## config.mk

```make
export PLATFORM = sky130hd
export DESIGN_NAME = ifetch_flat
export DESIGN_NICKNAME = d
export VERILOG_FILES = /design/src/rtl/ifetch_if.sv /design/src/rtl/ifetch.sv /design/src/flat_wrapper.sv
export SDC_FILE = /design/constraint.sdc
export NUM_CORES = 1
export LEC_CHECK = 0
export CORE_ASPECT_RATIO = 1.1
export CORE_MARGIN = 8
export CORE_UTILIZATION = 39
export CTS_BUF_LIST = sky130_fd_sc_hd__clkbuf_8
export CTS_CLUSTER_DIAMETER = 80
export DETAILED_ROUTE_END_ITERATION = 8
export HOLD_SLACK_MARGIN = 0.05
export MAX_ROUTING_LAYER = met4
export PLACE_DENSITY = 0.87
export SYNTH_ARGS = -nofsm -noshare
export SYNTH_HDL_FRONTEND = slang
export SYNTH_SLANG_ARGS = --single-unit
```

## constraint.sdc

```tcl
create_clock -name clk -period 1.9 [get_ports clk]
set_input_delay 0.57 -clock clk [delete_from_list [all_inputs] [get_ports clk]]
set_output_delay 0.57 -clock clk [all_outputs]
set_load 0.03 [all_outputs]
```

## src/rtl/ifetch_if.sv

```systemverilog
// ifetch_if: instruction ROM port, redirect input and decode-facing valid/ready output of the fetch stage.
`default_nettype none

// +----------------------------------------------------------------------+
// | Interface : ifetch_if                                                |
// | Brief     : ROM bus, redirect and fetch->decode handshake bundle     |
// | Revision  : 1.0 - initial release                                    |
// +----------------------------------------------------------------------+
interface ifetch_if;
  logic [31:0] rom_addr;
  logic [31:0] rom_data;

  logic        redirect_valid;
  logic [31:0] redirect_pc;

  logic        out_valid;
  logic        out_ready;
  logic [31:0] out_inst;
  logic [31:0] out_pc;
  logic        out_misaligned;

  // Fetch-stage side
  modport master (
    output rom_addr,
    input  rom_data,
    input  redirect_valid,
    input  redirect_pc,
    output out_valid,
    input  out_ready,
    output out_inst,
    output out_pc,
    output out_misaligned
  );

  // ROM / execute / decode side
  modport slave (
    input  rom_addr,
    output rom_data,
    output redirect_valid,
    output redirect_pc,
    input  out_valid,
    output out_ready,
    input  out_inst,
    input  out_pc,
    input  out_misaligned
  );
endinterface

`default_nettype wire

```

## src/rtl/ifetch.sv

```systemverilog
// ifetch: RISC-V instruction fetch stage with PC, registered valid/ready output and misaligned-PC halt.
// Optional performance counters are enabled by defining IFETCH_PERF_EN.
`default_nettype none

// +----------------------------------------------------------------------+
// | Module    : ifetch                                                   |
// | Brief     : PC register, ROM addressing, decode output register      |
// |             Macro IFETCH_PERF_EN adds perf_fetched / perf_stall      |
// | Revision  : 1.0 - initial release                                    |
// +----------------------------------------------------------------------+
module ifetch #(
  parameter logic [31:0] RESET_PC = 32'h0000_0000
) (
  input  wire logic  clk,
  input  wire logic  rst,
  ifetch_if.master   bus
`ifdef IFETCH_PERF_EN
  ,
  output logic [31:0] perf_fetched,
  output logic [31:0] perf_stall
`endif
);

  localparam logic [0:0]  ST_RUN   = 1'b0;
  localparam logic [0:0]  ST_HALT  = 1'b1;
  localparam logic [31:0] NOP_INST = 32'h0000_0013;
  localparam logic [31:0] PC_STEP  = 32'd4;

  logic [0:0]  r_state;
  logic [31:0] r_pc;
  logic        r_out_valid;
  logic [31:0] r_out_inst;
  logic [31:0] r_out_pc;
  logic        r_out_misaligned;

  logic        w_adv;
  logic        w_pc_aligned;
  logic        w_fetch;

  assign w_adv        = !r_out_valid || bus.out_ready;
  assign w_pc_aligned = (r_pc[1:0] == 2'b00);
  assign w_fetch      = (r_state == ST_RUN) && w_adv;

  // Every output comes straight from a register: no path from out_ready or redirect_*.
  assign bus.rom_addr       = r_pc;
  assign bus.out_valid      = r_out_valid;
  assign bus.out_inst       = r_out_inst;
  assign bus.out_pc         = r_out_pc;
  assign bus.out_misaligned = r_out_misaligned;

  always_ff @(posedge clk) begin
    if (rst) begin
      r_state          <= ST_RUN;
      r_pc             <= RESET_PC;
      r_out_valid      <= 1'b0;
      r_out_inst       <= NOP_INST;
      r_out_pc         <= 32'h0000_0000;
      r_out_misaligned <= 1'b0;
    end else if (bus.redirect_valid) begin
      // Flush only clears valid; the stale payload fields are left untouched.
      r_pc        <= bus.redirect_pc;
      r_out_valid <= 1'b0;
      r_state     <= ST_RUN;
    end else begin
      case (r_state)
        ST_RUN: begin
          if (w_fetch) begin
            r_out_valid <= 1'b1;
            r_out_pc    <= r_pc;
            if (w_pc_aligned) begin
              r_out_inst       <= bus.rom_data;
              r_out_misaligned <= 1'b0;
              r_pc             <= r_pc + PC_STEP;
            end else begin
              // Emit one NOP tagged misaligned, then park until redirected.
              r_out_inst       <= NOP_INST;
              r_out_misaligned <= 1'b1;
              r_state          <= ST_HALT;
            end
          end
        end
        ST_HALT: begin
          if (bus.out_ready) begin
            r_out_valid <= 1'b0;
          end
        end
        default: begin
          r_state <= ST_RUN;
        end
      endcase
    end
  end

`ifdef IFETCH_PERF_EN
  logic [31:0] r_perf_fetched;
  logic [31:0] r_perf_stall;

  always_ff @(posedge clk) begin
    if (rst) begin
      r_perf_fetched <= 32'h0000_0000;
      r_perf_stall   <= 32'h0000_0000;
    end else if (r_out_valid) begin
      if (bus.out_ready) begin
        r_perf_fetched <= r_perf_fetched + 32'd1;
      end else begin
        r_perf_stall <= r_perf_stall + 32'd1;
      end
    end
  end

  assign perf_fetched = r_perf_fetched;
  assign perf_stall   = r_perf_stall;
`endif

endmodule

`default_nettype wire

```

## src/flat_wrapper.sv

```systemverilog
// flat-port wrapper written by rule: the top's interface ports become plain ports
module ifetch_flat 
#(
  parameter logic [31:0] RESET_PC = 32'h0000_0000
)
  (clk, rst, bus_rom_addr, bus_rom_data, bus_redirect_valid, bus_redirect_pc, bus_out_valid, bus_out_ready, bus_out_inst, bus_out_pc, bus_out_misaligned);
  ifetch_if bus_i ();
  input  wire logic clk;
  input  wire logic rst;
  output wire logic [$bits(bus_i.rom_addr)-1:0] bus_rom_addr;
  input wire logic [$bits(bus_i.rom_data)-1:0] bus_rom_data;
  input wire logic [$bits(bus_i.redirect_valid)-1:0] bus_redirect_valid;
  input wire logic [$bits(bus_i.redirect_pc)-1:0] bus_redirect_pc;
  output wire logic [$bits(bus_i.out_valid)-1:0] bus_out_valid;
  input wire logic [$bits(bus_i.out_ready)-1:0] bus_out_ready;
  output wire logic [$bits(bus_i.out_inst)-1:0] bus_out_inst;
  output wire logic [$bits(bus_i.out_pc)-1:0] bus_out_pc;
  output wire logic [$bits(bus_i.out_misaligned)-1:0] bus_out_misaligned;
  assign bus_rom_addr = bus_i.rom_addr;
  assign bus_i.rom_data = bus_rom_data;
  assign bus_i.redirect_valid = bus_redirect_valid;
  assign bus_i.redirect_pc = bus_redirect_pc;
  assign bus_out_valid = bus_i.out_valid;
  assign bus_i.out_ready = bus_out_ready;
  assign bus_out_inst = bus_i.out_inst;
  assign bus_out_pc = bus_i.out_pc;
  assign bus_out_misaligned = bus_i.out_misaligned;
  ifetch #(.RESET_PC(RESET_PC)) u_core (.clk(clk), .rst(rst), .bus(bus_i));
endmodule
```

# Word level (Yosys, flattened, before mapping)
# Index checks and enable logic that the tools add are counted.
[word_totals] ff_bits=99 in_bits=68 out_inout_bits=98 wordCells=33
[op_classes] add_sub_neg=1 n_eq_ne=3 muxes=11 n_bitwise=2 reduce_logical=10
[ops] operator="$mux W32" n=5
[ops] operator="$add A32 B3 Y32 const B" n=1
[ops] operator="$reduce_and A3 Y1" n=2
[ops] operator="$mux W1" n=5
[ops] operator="$ne A2 B2 Y1 const B" n=2
[ops] operator="$reduce_bool A2 Y1" n=2
[ops] operator="$logic_not A2 Y1" n=1
[ops] operator="$ne A2 B1 Y1 const B" n=1
[ops] operator="$not A1 Y1" n=2
[ops] operator="$pmux W1 S2" n=1
[ops] operator="$reduce_and A2 Y1" n=1
[ops] operator="$reduce_or A2 Y1" n=1
[ops] operator="$logic_and A1 B1 Y1" n=1
[ops] operator="$logic_not A1 Y1" n=1
[ops] operator="$logic_or A1 B1 Y1" n=1

# Logic depth before layout (Yosys ltp)
[logic_depth] depth_word=6 ltp_mapped=7

# Worst setup path before layout
# No wires, ideal clock.
[synth_path] path_kind="register to register" from="register u_core.r_pc[2], in the netlist u_core.bus.rom_addr[2]" to="register u_core.r_pc[18], in the netlist u_core.bus.rom_addr[18]" arrival_ns=1.909 t_required_ns=1.809 setup_slack_ns=-0.100 path_stages_with_launch=6 path_buffers=0 cell_sequence="dfxtp_1 ha_1 and4_2 nand2_1 or4_1 a311oi_1"
[synth_via] elab_chain_cells=5
[synth_rtl] element="start, declared" line="ifetch.sv:30" text="logic [31:0] r_pc;"
[synth_rtl] element="start signal, assigned" line="ifetch.sv:61" text="r_pc <= bus.redirect_pc;"
[synth_rtl] element="start signal, assigned" line="ifetch.sv:73" text="r_pc <= r_pc + PC_STEP;"
[synth_rtl] element="$add A32 B3 Y32" line="ifetch.sv:73"
[synth_rtl] element="$mux W32" line="ifetch.sv:70" text="if (w_pc_aligned) begin"
[synth_rtl] element="$mux W32" line="ifetch.sv:67" text="if (w_fetch) begin"
[synth_rtl] element="$mux W32" line="ifetch.sv:65" text="case (r_state)"
[synth_rtl] element="$mux W32" line="ifetch.sv:59" text="end else if (bus.redirect_valid) begin"
# No other way between the ends. The select of a mux whose other input is x is not followed.
# A chain may end at the register's enable or synchronous reset.

# Final worst setup path
[layout_path] from="input port bus_out_ready" to="register u_core.r_pc[23], in the netlist u_core.bus.rom_addr[23]"
[layout_via] elab_chain_cells=4
[layout_rtl] element="start, declared" line="flat_wrapper.sv:15" text="input wire logic [$bits(bus_i.out_ready)-1:0] bus_out_ready;"
[layout_rtl] element="$logic_or A1 B1 Y1" line="ifetch.sv:40" text="assign w_adv = !r_out_valid || bus.out_ready;"
[layout_rtl] element="$logic_and A1 B1 Y1" line="ifetch.sv:42" text="assign w_fetch = (r_state == ST_RUN) && w_adv;"
[layout_rtl] element="$reduce_bool A2 Y1 (no line)"
[layout_rtl] element="$reduce_and A3 Y1 (no line)"
# No other way between the ends.

==> results.toml <==
[die]
ioPinCount = 166
die_y_um = 126
die_area_mm2 = 0.0145
coreArea_mm2 = 0.0108
die_w_um = 116
initial_core_util_pct = 39.4
rows = 40

[power]
finalPower_uw = 4860
leakagePower_uw = 0.00279
ir_worst_vdd_mv = 0.401
powerDensity_mw_per_mm2 = 729

[placed_design]
dp_hpwl_mm = 10.9
dpl_worst_slack_ps = -533
place.gp.congestion = 0.852
placed_cell_area_mm2 = 0.00638
io_buffers = 165

[yosys]
synth.cell_area_mm2 = 0.00426
synth_enable_flop_cells = 0
ys_async_sr_fraction_pct = 0
avgSynthCellArea_um2 = 8.37
syn_nets = 578
ys.flop_type = "dfxtp_1"
yosysWarnings = 0
yosysSeqAreaShare_pct = 46.5
synth.distinct_cells = 54
synthCells = 509
synth.ff_latch_count = 99

[global_route]
grt_overflow = 0
grt_use_total_pct = 20.3
grt_max_degree = 62
grt_pass1_vias = 4522
antenna_found_initial = 0
grt_pass1_wl_mm = 22.9

[clocking]
cts_tree = "yes"
htree_levels = 3
cts-root-buf = "clkbuf_8"
clock_latency_ps = 380
holdBufCountCts = 0
clock-sinks = 99
clockBufferDepth = 2
clk_pin_slew_ps = 100
numCtsBuffers = 9

[timing]
tightest_slew_ps = 431
max_slew_margin_pct = 70.9
rsz0062_at_grt = "yes"
setup_ws_ps = -69.1
fin_setup_tns_ps = -69.1
clock_skew_ps = 10.0
slew_viol_final = 0
clock.fmax_mhz = 508
finalHoldViolCount = 0
setup_viol = 1
post-route-period-util_pct = 104
fin_crit_ps = 1970

[setup_path]
cp_max_fo = 8
r2r_setup_slack_ps = 30
path_class = "primary input to register"
required_ps = 2200
arrival_ps = 2270
startpoint_type = "primary input"
cp-end-kind = "register"

[cells_and_area]
final_area_mm2 = 0.00667
drive_gt1_share_pct = 17.6
nets = 768
synthToLayoutAreaGrowth_pct = 56.4
final_core_util_pct = 61.7
antenna_cells = 0
num-fill-cells = 912

[outcome]
outcome = "finished, violations left"
failed_checks = "setup timing"

[drt]
drt-total-wl_mm = 14.9
wl_met2_mm = 7.38
via_count = 4557
wl_met3_mm = 1.11
wl_met1_mm = 6.01
drt_iter0_markers = 340
drcViolationCount = 0
drtAntennaViolNets = 0
top_layer_used = "met4"
routedWlPerCell_um = 17.5
via_per_inst = 5.35
dr.pass1.iters = 5

[worst_hold_path]
holdCritPathClass = "register to register"

[job]
cap_violations = 0
worst max-delay path, cell delays in order:
cell and delay, ps:
clkdlybuf4s50_1 500, nand2b_4 150, nand3_4 130, buf_4 210
nor4_4 340, xnor2_1 130, a211oi_2 220
layout by cell type, fill, tap and decap left out, types with 5 or more instances in the layout:
cell type,n
nand2_1,106
dlygate4sd2_1,93
dfxtp_1,85
clkdlybuf4s50_1,66
a21oi_1,59
buf_4,46
nor2_1,31
nand3_1,25
xnor2_1,18
nand4_1,15
a22o_1,11
dfxtp_2,11
clkbuf_8,10
a211oi_1,9
nor3_1,7
nor4_4,7
inv_1,6
o21bai_1,5
clkdlybuf4s15_1,5
buf_12,5
synthesized netlist by cell type, drive strengths merged (4+ instances only):
cell type	n	share of area, %
o21ai	4	0.47
nor4	12	2.8
a211oi	12	2.2
o21bai	5	0.88
a22o	11	2.3
dfxtp	99	46
nand3	28	3.6
nor3	10	1.4
a311oi	6	1.2
nand2	108	9.5
xnor2	18	3.7
nand4	19	3.6
clkbuf	26	2.3
a21oi	59	6.9
and4	4	0.85
buf	12	1.5
or4	5	0.97
inv	7	0.62
nor2	32	2.9
report_power, final:
part | switching [µW] | total (µW) | leakage [µW] | internal (µW)
combinational | 637 | 1110 | 0.00187 | 468
clock | 782 | 1440 | 0.000103 | 659
sequential | 114 | 2310 | 0.000818 | 2200
total | 1530 | 4860 | 0.00279 | 3320
routing by layer:
metal / vias up / GRT usage [%]
met1: 2136 / 23.6
met3: 29 / 3.20
met2: 225 / 33.7
met4: 0 / 8.79
li1: 2167 / -
met5: - / -
cells by family after synthesis:
logic type	after synthesis	synth area share, %
simple gates	236	28.7
fa+ha+maj	1	0.293
mux	2	0.470
xor+xnor	21	4.31
buf+inv	45	4.37
flops	99	46.5
compound gates	105	15.4
what timing repair did:
| action | 4_1_cts | 5_1_grt |
|---|---|---|
| resized for setup | 102 | 38 |
| pin swaps | 1 | 6 |
| buffers inserted | 3 | 1 |
| endpoints found under the setup margin | 103 | 23 |
metrics by stage:
step                      instances  hold WS [ps]
after global routing            851           474
after floorplan                 509           511
after CTS                       850           454
final                           851           454
after detailed placement        831           443
after global placement          831           437
final cells by class:
class	instances	area, µm²	share of cell area [%]
repair buffers	217	1990	29.8
clock buffers	10	138	2.06
well taps	147	184	2.76
clock inverters	6	72.6	1.09
multi-input cells	365	2250	33.8
flip-flops and latches	99	2010	30.1
inverters	7	26.3	0.394
sequential cells by signal, indices dropped and copies added (netlist names):
signal,cells
u_core.r_state,1
u_core.bus.out_pc,32
u_core.bus.out_inst,32
u_core.bus.out_misaligned,1
u_core.bus.rom_addr,32
u_core.bus.out_valid,1
path summary, 6_finish.rpt:
path,to,startpoint,cells past startpoint
min reg2reg,u_core.bus.out_inst[27],u_core.bus.out_inst[27],2
max reg2reg,u_core.bus.rom_addr[23],u_core.bus.rom_addr[12],5
max,u_core.bus.rom_addr[23],bus_out_ready,7
min,u_core.bus.out_inst[27],u_core.bus.out_inst[27],2
Note: power is estimated with default switching activity, not from simulation.
